--- src/rtl/uart_baud_detect.sv ---
// uart_baud_detect
// Measures the length of the first low pulse on an idle-high serial line,
// typically a start bit, in clk cycles, so software can derive the baud rate.
// The line must be idle high for IDLE_CYC consecutive synchronized samples
// before the detector arms. Low pulses shorter than MIN_CNT are rejected as
// glitches. Pulses that reach MAX_CNT are reported as saturated.
//
// Ports
//   clk        single clock, rising edge
//   rst        synchronous reset, active high
//   en         detector enable; low forces OFF and clears counters
//   rx         asynchronous serial input, idle high
//   bit_cnt    last accepted low-pulse length (held between measurements)
//   valid      one-cycle pulse when bit_cnt is updated
//   err_short  one-cycle pulse on a rejected glitch
//   err_sat    one-cycle pulse on a saturated or stuck-low measurement
//   busy       high while ARMED or MEASURE
//
// state     | meaning
// ----------+--------------------------------------------------------------
// OFF       | disabled, counters cleared
// WAIT_IDLE | counting consecutive high samples of rx_s up to IDLE_CYC
// ARMED     | line proven idle, waiting for the falling edge
// MEASURE   | counting low samples of rx_s
module uart_baud_detect #(
    parameter int MAX_CNT  = 65535,
    parameter int IDLE_CYC = 16,
    parameter int MIN_CNT  = 4,
    parameter int W        = $clog2(MAX_CNT + 1)
) (
    input  logic         clk,
    input  logic         rst,
    input  logic         en,
    input  logic         rx,
    output logic [W-1:0] bit_cnt,
    output logic         valid,
    output logic         err_short,
    output logic         err_sat,
    output logic         busy
);

    localparam int IW = $clog2(IDLE_CYC + 1);
    localparam logic [W-1:0]  CNT_MAX  = W'(MAX_CNT);
    localparam logic [W-1:0]  CNT_MIN  = W'(MIN_CNT);
    localparam logic [IW-1:0] IDLE_TGT = IW'(IDLE_CYC);

    typedef enum logic [1:0] {
        OFF       = 2'd0,
        WAIT_IDLE = 2'd1,
        ARMED     = 2'd2,
        MEASURE   = 2'd3
    } state_t;

    state_t        state;
    logic          rx_m;
    logic          rx_s;
    logic [IW-1:0] idle_cnt;
    logic [W-1:0]  cnt;

    // Two-flop synchronizer; resets to the idle level so reset never looks
    // like a falling edge.
    always_ff @(posedge clk) begin
        if (rst) begin
            rx_m <= 1'b1;
            rx_s <= 1'b1;
        end else begin
            rx_m <= rx;
            rx_s <= rx_m;
        end
    end

    always_ff @(posedge clk) begin
        if (rst) begin
            state     <= OFF;
            idle_cnt  <= '0;
            cnt       <= '0;
            bit_cnt   <= '0;
            valid     <= 1'b0;
            err_short <= 1'b0;
            err_sat   <= 1'b0;
            busy      <= 1'b0;
        end else begin
            valid     <= 1'b0;
            err_short <= 1'b0;
            err_sat   <= 1'b0;

            if (!en) begin
                state    <= OFF;
                idle_cnt <= '0;
                cnt      <= '0;
                busy     <= 1'b0;
            end else begin
                case (state)
                    OFF: begin
                        state    <= WAIT_IDLE;
                        idle_cnt <= '0;
                        busy     <= 1'b0;
                    end

                    WAIT_IDLE: begin
                        // Once the target is reached we leave on the next
                        // edge, so the increment branch only ever runs below
                        // the target and the counter cannot pass it.
                        if (idle_cnt == IDLE_TGT) begin
                            state <= ARMED;
                            busy  <= 1'b1;
                        end else if (rx_s) begin
                            idle_cnt <= idle_cnt + 1'b1;
                        end else begin
                            idle_cnt <= '0;
                        end
                    end

                    ARMED: begin
                        // The sample that triggers the move is itself the
                        // first low sample, hence the load of 1.
                        if (!rx_s) begin
                            cnt   <= W'(1);
                            state <= MEASURE;
                        end
                    end

                    MEASURE: begin
                        if (!rx_s) begin
                            if (cnt < CNT_MAX) begin
                                cnt <= cnt + 1'b1;
                            end else begin
                                err_sat  <= 1'b1;
                                state    <= WAIT_IDLE;
                                idle_cnt <= '0;
                                cnt      <= '0;
                                busy     <= 1'b0;
                            end
                        end else begin
                            if (cnt >= CNT_MIN) begin
                                bit_cnt <= cnt;
                                valid   <= 1'b1;
                            end else begin
                                err_short <= 1'b1;
                            end
                            state    <= WAIT_IDLE;
                            idle_cnt <= '0;
                            cnt      <= '0;
                            busy     <= 1'b0;
                        end
                    end

                    default: begin
                        state <= OFF;
                        busy  <= 1'b0;
                    end
                endcase
            end
        end
    end

endmodule

--- config.mk ---
export PLATFORM = sky130hd
export DESIGN_NAME = uart_baud_detect
export DESIGN_NICKNAME = d
export VERILOG_FILES = /design/src/rtl/uart_baud_detect.sv
export SDC_FILE = /design/constraint.sdc
export NUM_CORES = 1
export LEC_CHECK = 0
export CAP_MARGIN = 20
export CORE_MARGIN = 4
export CORE_UTILIZATION = 50
export DETAILED_ROUTE_END_ITERATION = 10
export GPL_ROUTABILITY_DRIVEN = 0
export PLACE_DENSITY = 0.75
export SYNTH_ARGS = -nofsm -noshare
export SYNTH_HDL_FRONTEND = slang
export SYNTH_SLANG_ARGS = --single-unit
--- constraint.sdc ---
create_clock -name clk -period 2 [get_ports clk]
set_input_delay 0.2 -clock clk [delete_from_list [all_inputs] [get_ports clk]]
set_output_delay 0.2 -clock clk [all_outputs]
set_load 0.05 [all_outputs]
# After elaboration in Yosys (flattened, before gate mapping)
# Cells that the tools add are included.
[classes]
addsub = 2
n_lt_le_gt_ge = 2
eq_ne = 8
muxes = 21
bitwise = 3
reduce_logical = 11
[ops]
columns = ["operator", "count"]
rows = [
  ["2-to-1 mux 16 bit", 3],
  ["one-hot mux 16 bit (2 select lines)", 1],
  ["2-to-1 mux 5 bit", 4],
  ["adder 16 x 1 -> 16 bit (second input constant)", 1],
  ["greater-or-equal comparator 16 x 3 -> 1 bit (second input constant)", 1],
  ["< comparator 16 bit (second input constant)", 1],
  ["one-hot mux 5 bit (3 select lines)", 1],
  ["AND reduction 3 bit", 3],
  ["2-to-1 mux 2 bit", 4],
  ["one-hot mux 2 bit (4 select lines)", 1],
  ["OR reduction 4 bit", 2],
  ["2-to-1 mux 1 bit", 6],
  ["inequality test 2 bit (second input constant)", 3],
  ["adder 5 x 1 -> 5 bit (second input constant)", 1],
  ["equality test 5 bit (second input constant)", 1],
  ["equality test 2 bit (second input constant)", 2],
  ["AND reduction 4 bit", 1],
  ["inequality test 3 bit (second input constant)", 1],
  ["NOT 1 bit", 3],
  ["one-hot mux 1 bit (3 select lines)", 1],
  ["nonzero test 3 bit", 1],
  ["equality test 2 x 1 -> 1 bit (second input constant)", 1],
  ["logical NOT 2 bit", 1],
  ["AND reduction 2 bit", 1],
  ["2 further kinds", 2],
]
[totals]
register_bits = 45
input_bits = 4
out_inout_bits = 20
elab_cells = 57

# Logic depth before layout (Yosys ltp)
# Gate-level depths: netlist (run 1).
[logic_depth]
word_depth = 4
depth_mapped = 7
depth_no_buf = 6

# Least setup slack after synthesis (run 1)
# No wires, ideal clock.
[synth_timing]
path_kind = "reg-to-reg"
startpoint = "register state[0]"
endpoint = "register cnt[15]"
setup_time_ns = 0.086
t_arrival_ns = 1.836
t_required_ns = 1.914
setup_slack_ns = 0.079
path_stages_with_launch = 8
n_path_buf = 1
period_less_slack_ns = 1.921
cell_sequence = "dfxtp_1 > inv_1 > ha_1 > buf_4 > nand2b_4 > a2111o_1 > or3_1 > a211oi_1"
[synth_via]
elab_chain_cells = 3
word_cells_on_any_way = 6
classes_between = "eq/ne (3); mux (1); reduce/logical (2)"
[synth_lines]
columns = ["element", "line", "text"]
rows = [
  ["start, declared", "54", "state_t state;"],
  ["start signal, assigned", "74", "state <= OFF;"],
  ["start signal, assigned", "88", "state <= OFF;"],
  ["start signal, assigned", "95", "state <= WAIT_IDLE;"],
  ["equality test 2 bit", "93", "case (state)"],
  ["inequality test 2 bit (no line) or nonzero test 2 bit (tied branches)", "--", ""],
  ["AND reduction 2 bit (no line)", "--", ""],
  ["end signal, assigned", "126", "cnt <= cnt + 1'b1;"],
  ["end, declared", "58", "logic [W-1:0] cnt;"],
]
# Several ways; a longest one is shown, not always the timed one.
# A chain may end at the register's enable or synchronous reset.

# Worst setup path in the final report (run 1)
[layout_timing]
startpoint = "register state[0]"
endpoint = "register cnt[13]"
# Same word-level chain as after synthesis.

==> impl_results.md, run 1 <==
- Synth warn: 0
- Final core utilization: 63.0%
- Final period util: 93.8%
- Clock power frac: 41.3%
- # Post-CTS Setup Buffers: 0
- Area contributors post-synth: dfxtp_1 (40%), o21ai_0 (5.5%), a21oi_1 (4.8%)
- Post-DP HPWL: 3910 µm
- WP data arrival: 2.09 ns
- Min cycle time layout: 1.88 ns
- Vias in the first global route: 1918
- Synth Cell Area: ~0.0023 mm²
- Routed WL: 5390 µm
- Vias post-DR: 2089
- Slew HR: 45.3%
- Setup violators final: 0
- Avg WL per Cell: 15.3 µm
- WP data required: 2.22 ns
- IO buf count: 23
- Pre-CTS setup slack: 0.0374 ns
- # fillers: 385
- LEAKAGE: between 0.9 and 1 nW
- Tot GR Track Use: 20.2%
- Vias/cell: 5.92
- Slowest cell on the critical path: a2111o_1
- Share of the synthesized area in the top cell type: 39.5%
- Crit path max fanout: 5
- Placed instance count: 345
- Root Driver: clkbuf_8
- Critical setup path kind: register to register
- Int Power: 1.30 mW
- Antenna violations before repair: 0
- Largest net degree at the start of global routing: 20
- Final worst slack: 0.123 ns
- Aggregate global routing overflow: 0
- Num rows: 24
- Antenna cells: 0
- Final max-slew violation count: 0
- PnR Total Power: about 1.7 mW
- Max capacitance violation total: 0
- Layout cells sized above 1: 15.9%
- Slew @ Worst Pin: 0.819 ns
- Worst-path clk slew: 0.08 ns
- Largest area contributor in the netlist: dfxtp_1
- Final std cells w/o fill: 353
- Seq cells post-synth: 45
- Number of synthesized flops with an enable pin: 0
- Part of the power in registers: 54.5%
- Hold Buf Count CTS: 0
- Area growth syn-to-layout: 21.2%
- CTS tree: done
- RSZ-0062 raised after global routing: no
- Vert. Die Dim: 75.5 µm
- Clk Latency, worst-skew pair: 0.30 ns
- DRT Pass-1 Iters: 4
- CTS resizes: 0
- I/O pins: 24
- Final antenna-violating net count: 0
- Initial detailed-routing violation count: 170
- Top_reg_cell synth: dfxtp_1
- Syn Nets: 278
- Die ar.: 0.00570 mm²
- Final nets: 312
- Logic pwr share: 4.2%
- Worst Setup End Kind: register
- Syn Area/Cell: 8.57 µm²
- Detailed-route DRC error count: 0
- Tightest Hold Check Type: register to register
- Pwr dens: 602 mW/mm²
- Final hold viol count: 0
- Seq/Total Area, Yosys: 39.5%
- Library cells used by synthesis: 55
- H-Tree Depth: 2
- Mapped Cells: 266
- Setup Skew: 0.00854 ns
- Startpoint types: register
- First-pass GRT wire length: between 8000 and 9000 µm
- Status: finished clean
- CORE AREA: approximately 0.0044 mm²
- Switching Fraction: 21.6%
- NetSw: 359 µW
- Num Clock Sinks: 45
- Die Wd: between 70 and 80 µm
- Initial Utilization: 52.0%
- Fin Setup TNS: 0 ns
- Peak supply drop: ~0.49 mV
- Post-synthesis async set-or-reset flop share: 0%
- Crit-path max cell delay: a little over 0.4 ns
- Worst-case clock buffer depth: 2
- Crit path cell chain: inv_1 -> ha_1 -> nand2b_4 -> a2111o_1 -> or3_1 -> a211oi_1
- Fmax: 533 MHz
- Num CTS Buffers: 5
-- sequential cells by signal, indices dropped and copies added, names as in the netlist --
register	flops
valid	1
busy	1
rx_m	1
state	2
rx_s	1
err_sat	1
idle_cnt	5
bit_cnt	16
cnt	16
err_short	1
-- synth_stat cells (6+ instances only) --
library cell	count
nand3_1	20
a21oi_1	22
nor3_1	11
ha_1	8
inv_1	8
nor2b_1	6
dfxtp_1	45
clkbuf_1	7
a31oi_1	6
o21ai_0	25
nand2_1	21
-- layer usage --
metal / GRT usage, % / wire length [µm] / vias up
li1: - / - / 1041
met4: 3.88 / 48 / 0
met1: 27.9 / 2460 / 967
met5: 0 / 0 / -
met2: 32.4 / 2520 / 75
met3: 4.75 / 356 / 6
-- area by class of cell --
| cell class | instances | area (µm²) | area share (%) |
|---|---|---|---|
| clock buffers | 6 | 72.6 | 2.63 |
| clock inverters | 2 | 38.8 | 1.40 |
| inverters | 8 | 30.0 | 1.09 |
| multi-input cells | 193 | 1240 | 45.0 |
| flip-flops and latches | 45 | 902 | 32.7 |
| well taps | 52 | 65.1 | 2.36 |
| repair buffers | 47 | 410 | 14.9 |
-- through the flow --
step	hold WS, ns	area [µm²]
floorplan	0.304	2280
global placement	0.392	2640
detailed placement	0.402	2640
CTS	0.423	2750
global route	0.431	2760
finish	0.416	2760
-- final timing paths --
check	startpoint	to	slack, ns	cells past startpoint
setup / recovery	state[0]	cnt[13]	0.12	6
hold / removal	rx_m	rx_s	0.42	1
setup reg to reg	state[0]	cnt[13]	0.12	6
hold reg to reg	rx_m	rx_s	0.42	1
-- cell families (layout without fill, tap and decap cells) --
logic type	count (synthesis)	after routing	share of synthesized area [%]
DFF	45	45	39.5
muxes	3	3	1.32
buffers and inverters	28	63	6.37
xor gates and xnor gates	4	4	1.54
AOI/OAI and AO/OA	77	77	20.8
and+or+nand+nor	101	101	26.1
adders and majority gates	8	8	4.39
-- power groups by stage --
stage                     registers (mW)  logic [mW]  clock network [mW]
after global routing               0.908      0.0771               0.735
after floorplan                    0.925      0.0501                   0
final                              0.907      0.0695               0.687
after global placement             0.927      0.0666                   0
after CTS                          0.907      0.0695               0.705
after detailed placement           0.928      0.0694                   0
-- cells in the final DEF (no fill, tap or decap), types with 8 or more instances in the layout --
| cell type | count |
|---|---|
| nand2_1 | 21 |
| nor3_1 | 10 |
| buf_4 | 24 |
| dfxtp_1 | 44 |
| inv_1 | 8 |
| o21ai_0 | 25 |
| a21oi_1 | 22 |
| ha_1 | 8 |
| nand3_1 | 20 |
| clkdlybuf4s50_1 | 23 |
-- worst max-delay path, delay by kind of cell, from the launching register on --
| family | cells | cell delay (ns) |
|---|---|---|
| and+or+nand+nor | 2 | 0.49 |
| adders and majority gates | 1 | 0.26 |
| AOI/OAI and AO/OA | 2 | 0.63 |
| DFF | 1 | 0.37 |
| buffers and inverters | 1 | 0.05 |
Note: power is estimated with default switching activity, not from simulation.
==> run 2: changes to the inputs <==
--- a/config.mk
+++ b/config.mk
@@ -5,12 +5,10 @@
 export SDC_FILE = /design/constraint.sdc
 export NUM_CORES = 1
 export LEC_CHECK = 0
-export CAP_MARGIN = 20
 export CORE_MARGIN = 4
-export CORE_UTILIZATION = 50
+export CORE_UTILIZATION = 40
 export DETAILED_ROUTE_END_ITERATION = 10
 export GPL_ROUTABILITY_DRIVEN = 0
-export PLACE_DENSITY = 0.75
 export SYNTH_ARGS = -nofsm -noshare
 export SYNTH_HDL_FRONTEND = slang
 export SYNTH_SLANG_ARGS = --single-unit
==> run 2 against run 1 <==
Compared with the run above:
- non-clock buffer count up 1
- combinational power down 1%
- worst setup slack worse by 0.017 ns
- critical endpoint unchanged
- highest routed layer unchanged
==> impl_results.md, run 2 (synthesis results as in run 1) <==
- Status: finished clean
- Max capacitance violation total: 0 (unchanged)
- RR Startpoint: state[0]
- DRT Pass-1 Iters: 4 (unchanged)
- Num CTS Buffers: 5 (unchanged)
- Initial detailed-routing violation count: 129 (-24%)
- Final period util: 94.7% (+0.87 points)
- WP data required: 2.22 ns (about the same)
- Clk Latency, worst-skew pair: 0.30 ns (about the same)
- Vias in the first global route: 1917 (-0.052%)
- Min cycle time layout: 1.89 ns (+0.0174 ns)
- Worst Setup End Kind: register
- RSZ-0062 raised after global routing: no
- Logic pwr share: 4.1% (about the same)
- Vert. Die Dim: 83.5 µm (+11%)
- PnR Total Power: 1.66 mW (about the same)
- Final core utilization: 50.7% (-12 points)
- Most frequent cells in the layout: dfxtp_1 (44), o21ai_0 (25), buf_4 (25)
- Final std cells w/o fill: 374 (+5.9%)
- Vias/cell: 5.59 (-5.6%)
- Largest regs: bit_cnt: 16 flops, cnt: 16 flops, idle_cnt: 5 flops
- Part of the power in registers: 54.5% (about the same)
- Crit path max fanout: 7 (+2)
- First-pass GRT wire length: 9110 µm (+2.0%)
- I/O pins: 24 (unchanged)
- Layout cells sized above 1: 16.2% (+0.28 points)
- Die ar.: 0.00697 mm² (+22%)
- Slew HR: 46.5% (+1.2 points)
- Fmax: 528 MHz (-0.92%)
- Placed instance count: 366 (+6.1%)
- Int Power: 1.31 mW (about the same)
- Pre-CTS setup slack: 0.00506 ns (-0.0323 ns)
- Origin of the worst setup path: state[0]
- Final max-slew violation count: 0 (unchanged)
- Antenna violations before repair: 0 (unchanged)
- Switching Fraction: 21.6% (about the same)
- Final worst slack: 0.106 ns (-0.0174 ns)
- CTS tree: done
- Setup Skew: 0.00861 ns (+0.0000669 ns)
- Hold wc startpoint: rx_m
- WP data arrival: 2.11 ns (+0.02 ns)
- Avg WL per Cell: 14.5 µm (-5.1%)
- H-Tree Depth: 2 (unchanged)
- Area growth syn-to-layout: 22.4%
- Worst-path clk slew: 0.09 ns (about the same)
- Initial Utilization: 41.4% (-11 points)
- Pwr dens: 596 mW/mm² (-0.97%)
- Worst-case clock buffer depth: 2 (unchanged)
- Slew @ Worst Pin: 0.800 ns (-0.0182 ns)
- Tightest Hold Check Type: register to register
- NetSw: 359 µW (about the same)
- Num rows: 27 (+13%)
- Clock power frac: 41.3% (about the same)
- Final hold viol count: 0 (unchanged)
- Startpoint types: register
- Post-DP HPWL: 3950 µm (+1.0%)
- IO buf count: 23 (unchanged)
- Die Wd: 83.5 µm (+11%)
- Fin Setup TNS: 0 ns (unchanged)
- Aggregate global routing overflow: 0 (unchanged)
- Detailed-route DRC error count: 0 (unchanged)
- Vias post-DR: 2090 (+0.048%)
- Final nets: 313 (+0.32%)
- Routed WL: 5420 µm (+0.58%)
- Largest net degree at the start of global routing: 20 (unchanged)
- Tot GR Track Use: 15.7% (-4.4 points)
- LEAKAGE: 0.998 nW (about the same)
- Setup violators final: 0 (unchanged)
- Final antenna-violating net count: 0 (unchanged)
- Num Clock Sinks: 45 (unchanged)
- Most common cell after layout, fill and taps aside: dfxtp_1
- Critical setup path kind: register to register
- CORE AREA: 0.00551 mm² (+26%)
- Peak supply drop: 0.260 mV (-47%)
- Root Driver: clkbuf_8
- Hold Buf Count CTS: 0 (unchanged)
- Antenna cells: 0 (unchanged)
- # fillers: 532 (+38%)
## run 2: cell types whose count changed in the layout (fill, tap and decap cells not counted)
cell      change
a211oi_1      +1
buf_4         +1
nor3_2        -1
ha_1          -2
a211oi_2      -1
nor3_1        +1
ha_2          +2
## run 2: repair_timing
action                                  in CTS  in global routing
resized for setup                            1                  2
cloned                                       0                  0
endpoints found under the setup margin       2                  2
buffers inserted                             0                  0
## run 2: metal layers
metal	GRT usage (%)	routed length (µm)	vias to the layer above
met4	4.82	73	0
met5	0	0	-
li1	-	-	1044
met2	25.9	2510	38
met1	20.8	2590	999
met3	3.16	241	9
## run 2: area by class of cell
type / count / area, µm² / area share, %
clock buffers: 6 / 72.6 / 2.60
clock inverters: 2 / 38.8 / 1.39
inverters: 8 / 30.0 / 1.08
multi-input cells: 193 / 1240 / 44.4
flip-flops and latches: 45 / 902 / 32.3
well taps: 72 / 90.1 / 3.23
repair buffers: 48 / 418 / 15.0
## run 2: metrics by stage
step / area [µm²] / hold slack (ns)
3_5_place_dp: 2670 / 0.400
6_report: 2790 / 0.417
4_1_cts: 2790 / 0.422
3_3_place_gp: 2670 / 0.394
2_1_floorplan: 2280 / 0.304
5_1_grt: 2790 / 0.440
## run 2: final timing paths
check | cells after the start | endpoint | slack [ns]
worst min-delay path | 1 | rx_s | 0.42
worst max-delay path | 6 | cnt[13] | 0.11
worst max register to register | 6 | cnt[13] | 0.11
worst min register to register | 1 | rx_s | 0.42
## run 2: power by group through the flow
stage,registers (mW),logic (mW),clock network [mW]
final,0.907,0.0688,0.688
after global routing,0.908,0.0772,0.750
after CTS,0.907,0.0689,0.711
after detailed placement,0.928,0.0687,0
after global placement,0.927,0.0680,0
after floorplan,0.925,0.0501,0
## run 2: worst max-delay path, stage by stage (launching register included)
cell	delay, ns
dfxtp_2	0.37
inv_1	0.06
ha_2	0.22
nand2b_4	0.16
a2111o_1	0.45
or3_1	0.33
a211oi_1	0.23
==> run 3: changes to the inputs <==
--- a/config.mk
+++ b/config.mk
@@ -5,10 +5,12 @@
 export SDC_FILE = /design/constraint.sdc
 export NUM_CORES = 1
 export LEC_CHECK = 0
+export CORE_ASPECT_RATIO = 2
 export CORE_MARGIN = 4
 export CORE_UTILIZATION = 40
 export DETAILED_ROUTE_END_ITERATION = 10
 export GPL_ROUTABILITY_DRIVEN = 0
+export SLEW_MARGIN = 20
 export SYNTH_ARGS = -nofsm -noshare
 export SYNTH_HDL_FRONTEND = slang
 export SYNTH_SLANG_ARGS = --single-unit
==> run 3 against run 2 <==
Compared with the run above:
- sequential share of layout area is 0.43 points higher
- clock power is 2% lower
- design area is 1.3% lower
- worst hold slack better by 0.0062 ns
- worst setup slack better by 0.028 ns
- largest cell class unchanged
- highest routed layer unchanged
==> impl_results.md, run 3 (synthesis results as in run 1) <==
- Fin area: 0.00275 mm² (-1.3%)
- Die ar.: 0.00704 mm² (+1.0%)
- Pre-CTS setup slack: 0.0410 ns (+0.0359 ns)
- Initial detailed-routing violation count: 88 (-32%)
- Fmax: 536 MHz (+1.5%)
- Vias/cell: 5.76 (+3.0%)
- I/O pins: 24 (unchanged)
- Worst-path clk slew: 0.08 ns (about the same)
- Status: finished clean
- Setup violators final: 0 (unchanged)
- CP Capture Point: cnt[9]
- Critical setup path kind: register to register
- WP data required: 2.18 ns (-0.04 ns)
- Critical R2R Capture: cnt[9]
- Tot GR Track Use: 17.6% (+1.9 points)
- Slew HR: 43.7% (-2.8 points)
- Die Wd: 61.4 µm (-26%)
- Antenna cells: 0 (unchanged)
- Largest regs: bit_cnt: 16 flops, cnt: 16 flops, idle_cnt: 5 flops
- Vert. Die Dim: 115 µm (+37%)
- Initial Utilization: 41.7% (+0.29 points)
- Max capacitance violation total: 0 (unchanged)
- Post-DP HPWL: 4340 µm (+9.9%)
- Tightest Hold Check Type: register to register
- Worst-case clock buffer depth: 2 (unchanged)
- Worst Setup End Kind: register
- RSZ-0062 raised after global routing: no
- Origin of the worst setup path: cnt[0]
- Final nets: 311 (-0.64%)
- Final max-slew violation count: 0 (unchanged)
- Final period util: 93.3% (-1.4 points)
- Worst hold slack: 0.423 ns (+0.00616 ns)
- Layout cells sized above 1: 15.4% (-0.84 points)
- CORE AREA: 0.00547 mm² (-0.70%)
- Root Driver: clkbuf_8
- Area growth syn-to-layout: 20.8%
- Most frequent cells in the layout: dfxtp_1 (44), o21ai_0 (25), clkdlybuf4s50_1 (23), buf_4 (23), a21oi_1 (22)
- Vias post-DR: 2067 (-1.1%)
- Final antenna-violating net count: 0 (unchanged)
- Detailed-route DRC error count: 0 (unchanged)
- Avg WL per Cell: 15.8 µm (+9.2%)
- Num Clock Sinks: 45 (unchanged)
- Post-DP Area: 0.00264 mm² (-1.1%)
- # fillers: 553 (+3.9%)
- Most common cell after layout, fill and taps aside: dfxtp_1
- IO buf count: 23 (unchanged)
- H-Tree Depth: 2 (unchanged)
- Clk Latency, worst-skew pair: 0.30 ns (about the same)
- Crit path max fanout: 10 (+3)
- Final worst slack: 0.134 ns (+0.0277 ns)
- Vias in the first global route: 1981 (+3.3%)
- Worst-case reg-to-reg path depth: 7 (+1)
- Startpoint types: register
- LEAKAGE: 0.986 nW (-1.1%)
- Pwr dens: 601 mW/mm² (+0.86%)
- Register-to-register path setup slack: 0.13 ns (+0.03 ns)
- First-pass GRT wire length: 9580 µm (+5.1%)
- CTS tree: done
- Aggregate global routing overflow: 0 (unchanged)
- PnR Total Power: 1.66 mW (-0.45%)
- Num CTS Buffers: 5 (unchanged)
- Fin Setup TNS: 0 ns (unchanged)
- Routed WL: 5680 µm (+4.8%)
- RR Startpoint: cnt[0]
- Min cycle time layout: 1.87 ns (-0.0277 ns)
- DRT Pass-1 Iters: 4 (unchanged)
- Setup Skew: 0.0120 ns (+0.00342 ns)
- Antenna violations before repair: 0 (unchanged)
- Num rows: 38 (+41%)
- Final hold viol count: 0 (unchanged)
- WP data arrival: 2.04 ns (-0.07 ns)
- Peak supply drop: 0.410 mV (+58%)
- Slew @ Worst Pin: 0.842 ns (+0.0421 ns)
- Largest net degree at the start of global routing: 20 (unchanged)
run 3: cell count changes in the layout (fill, tap and decap cells not counted), sizes merged:
cell,before,now
buf,25,23
clkbuf,6,5
run 3: timing repair:
action | in CTS | in global routing
resized for setup | 0 | 2
setup buffers | 0 | 0
endpoints found under the setup margin | 0 | 5
hold buffers | 0 | 0
run 3: worst max-delay path: stages, from the launching register on:
cell and delay (ns):
dfxtp_1 0.48, ha_1 0.26, and3_2 0.25, nand4_2 0.14, buf_4 0.21, a21oi_1 0.17, buf_4 0.18, nor3_1 0.06
run 3: worst min path at each step:
stage,start,to,slack [ns],cells past startpoint
after global routing,rx_m,rx_s,0.43,1
after detailed placement,rx_m,rx_s,0.40,1
after global placement,rx_m,rx_s,0.39,1
after floorplan,rx,rx_m,0.30,1
after CTS,rx_m,rx_s,0.42,1
final,rx_m,rx_s,0.42,1
run 3: area by class of cell:
cell class	count	area, µm²	share of cell area, %
multi-input combinational	193	1240	45.0
sequential	45	902	32.8
timing repair buffer	46	403	14.6
tap	60	75.1	2.73
clock buffer	5	68.8	2.50
clock inverter	2	35.0	1.27
inverter	8	30.0	1.09
run 3: metrics by stage:
stage | utilization [%] | instances
floorplan | - | 266
global placement | 48.3 | 352
detailed placement | 48.3 | 352
CTS | 50.2 | 359
global route | 50.4 | 359
finish | 50.4 | 359
run 3: layer usage:
layer	wire length, µm	GRT usage (%)	vias to the layer above
li1	-	-	1035
met1	2130	18.3	988
met2	3270	33.2	31
met3	139	2.25	13
met4	139	7.65	0
met5	0	0	-
run 3: power breakdown:
group	switching (mW)	internal (mW)
Combinational	0.0440	0.0313
Sequential	0.00522	0.901
Clock	0.311	0.364
Total	0.360	1.30
==> variant, RTL diff (config.mk and constraints of run 3) <==
`MAX_CNT`: 65535 -> 131070.
--- a/src/rtl/uart_baud_detect.sv
+++ b/src/rtl/uart_baud_detect.sv
@@ -24,5 +24,5 @@
 // MEASURE   | counting low samples of rx_s
 module uart_baud_detect #(
-    parameter int MAX_CNT  = 65535,
+    parameter int MAX_CNT  = 131070,
     parameter int IDLE_CYC = 16,
     parameter int MIN_CNT  = 4,
Interface: changed (resized bit_cnt); port bits go from 24 to 25. No check against the original RTL was run, so the function may have changed too.
==> variant against run 3 <==
- combinational power increased by 14%
- final area grew 7.9%
- sequential cell count up 2
- via count rose by 7.1%
- routed wire length increased by 15%
- count of clock-buffer cells in the layout unchanged
- area after synthesis increased by 2.9%
- power up 19%
- worst setup slack got worse by 0.0052 ns
- global-route usage increased by 0.99 points
- critical path type unchanged
- critical endpoint unchanged
- highest routed layer unchanged
==> variant: results (changes against run 3) <==
- Worst-skew pair later-pin latency: just under 0.3 ns
- Vias in the first global route: 2222 (+12%)
- TritonRoute pass-1 iters: 4 (unchanged)
- Largest net degree at the start of global routing: 21 (+5.0%)
- Uppermost routed layer: met4
- CP top delay family: simple AND/OR/NAND/NOR gates
- Initial DRC Count: 67 (-24%)
- Input/output buffers: 24 (+4.3%)
- Clock transition at path regs: 0.06 ns (-0.02 ns)
- Global-route wire length before repair: 10.6 mm (+11%)
- CTS max path bufs: 2 (unchanged)
- Clk root buf: clkbuf_16
- CP Data Arrival Time: 2.08 ns (+0.04 ns)
- Placement Setup Slack: 0.0934 ns (+0.0524 ns)
- Met2 WL: 3.69 mm (+13%)
- Setup repair bufs after CTS: 0 (unchanged)
- Initial antenna violation count: 0 (unchanged)
- VDD IR max: 0.838 mV (+100%)
- Synth top cells by count: dfxtp_1 (47), nand3_1 (29), o21ai_0 (27)
- Syn_area_per_cell: 8.37 um^2 (-2.3%)
- Total CTS buffers: 5 (unchanged)
- Placed cell count: 374 (+6.3%)
- Outcome: finished, final reports clean
- Skew final: 0.00336 ns (-0.00866 ns)
- M1 WL: 2.29 mm (+7.6%)
- GRT Util Overall: 18.6% (+0.99 points)
- LEAKAGE: 0.00102 uW (+3.9%)
- Via-per-instance ratio: 5.81 (+0.93%)
- Final hold violations: 0 (unchanged)
- Largest registers: bit_cnt: 17 flops, cnt: 17 flops, idle_cnt: 5 flops
- Detailed Route WL: 6.51 mm (+15%)
- Worst slew margin: 65.7% (+22 points)
- DR WL met3: 206 um (+48%)
- Hold Path Origin: rx_m$_SDFF_PP1_
- DR WL/cell: 17.1 um (+8.0%)
- Nets: 331 (+6.4%)
- Share of layout cells above drive strength 1: 15.3% (-0.072 points)
- Synth area leaders: dfxtp_1 (40%), nand3_1 (6.2%), o21ai_0 (5.8%), a21oi_1 (4.7%), ha_1 (3.7%)
- Post-synthesis sequential area ratio: 40.1% (+0.61 points)
- HPWL after DPL: 4.93 mm (+14%)
- Cell Area, Placed: 2800 um^2 (+6.0%)
- Worst hold path depth: 1 (unchanged)
- Worst Hold Endpoint: rx_s$_SDFF_PP1_
- Flop2flop setup slack: roughly 0.13 ns
- Syn nets: 291 (+4.7%)
- Yosys top cell area share: 40.1% (+0.61 points)
- Max FO, Critical Path: 5 (-5)
- Number of distinct library cells after synthesis: 45 (-18%)
- CP max stage delay: 0.40 ns (-0.08 ns)
- Hold crit path type: register to register
- Fill count: 547 (-1.1%)
- R2R Path Start: state[0]$_SDFFE_PP0P_
- H-Tree Level Count: 2 (unchanged)
## variant: changes by cell type after synthesis, moves of 4 or more
| cell | delta |
|---|---|
| clkbuf_1 | +5 |
| nand3_1 | +9 |
| nor4_1 | +4 |
| nand2_1 | -5 |
| or3_1 | +5 |
| nand4_1 | +5 |
## variant: cell families after synthesis
logic type / count (synthesis) / synth area share, %
buf+inv: 31 / 6.08
simple gates: 106 / 25.7
mux: 2 / 0.854
compound gates: 82 / 21.6
xor+xnor: 5 / 1.87
flops: 47 / 40.1
fa+ha+maj: 7 / 3.74
## variant: final cells by class
cell class,count,area [um^2],area share [%]
Sequential cell,47,941,31.7
Tap cell,61,76.3,2.57
Multi-Input combinational cell,202,1270,42.7
Clock buffer,5,125,4.21
Inverter,8,30.0,1.01
Clock inverter,2,37.5,1.26
Timing Repair Buffer,56,493,16.6
## variant: worst max path at each step
stage / from / end / slack, ns / depth (start not counted)
2_1_floorplan: state[0]$_SDFFE_PP0P_ / cnt[10]$_SDFFE_PP0P_ / 0.21 / 6
3_3_place_gp: state[0]$_SDFFE_PP0P_ / cnt[10]$_SDFFE_PP0P_ / 0.18 / 6
3_5_place_dp: state[0]$_SDFFE_PP0P_ / cnt[10]$_SDFFE_PP0P_ / 0.09 / 6
4_1_cts: state[0]$_SDFFE_PP0P_ / cnt[10]$_SDFFE_PP0P_ / 0.07 / 6
5_1_grt: state[0]$_SDFFE_PP0P_ / cnt[7]$_SDFFE_PP0P_ / 0.006 / 7
6_report: state[0]$_SDFFE_PP0P_ / cnt[9]$_SDFFE_PP0P_ / 0.13 / 7
## variant: per-layer routing
metal	vias to the layer above	global-route usage (%)
met4	0	11.6
met2	58	35.9
met3	22	2.89
met5	-	0
li1	1118	-
met1	1016	18.0
## variant: what timing repair did
item	in CTS	in global routing
setup endpoints to repair	0	2
resized for setup	0	1
hold buffers	0	0
## variant: power by group
group          internal (uW)  switching [uW]
clock                    582             354
sequential               941            5.30
combinational           35.3            50.1
## variant: per-stage QoR
stage	hold slack, ns	total power [uW]
floorplan	0.304	1020
global placement	0.393	1050
detailed placement	0.399	1050
CTS	0.415	1990
global route	0.431	2040
finish	0.410	1970
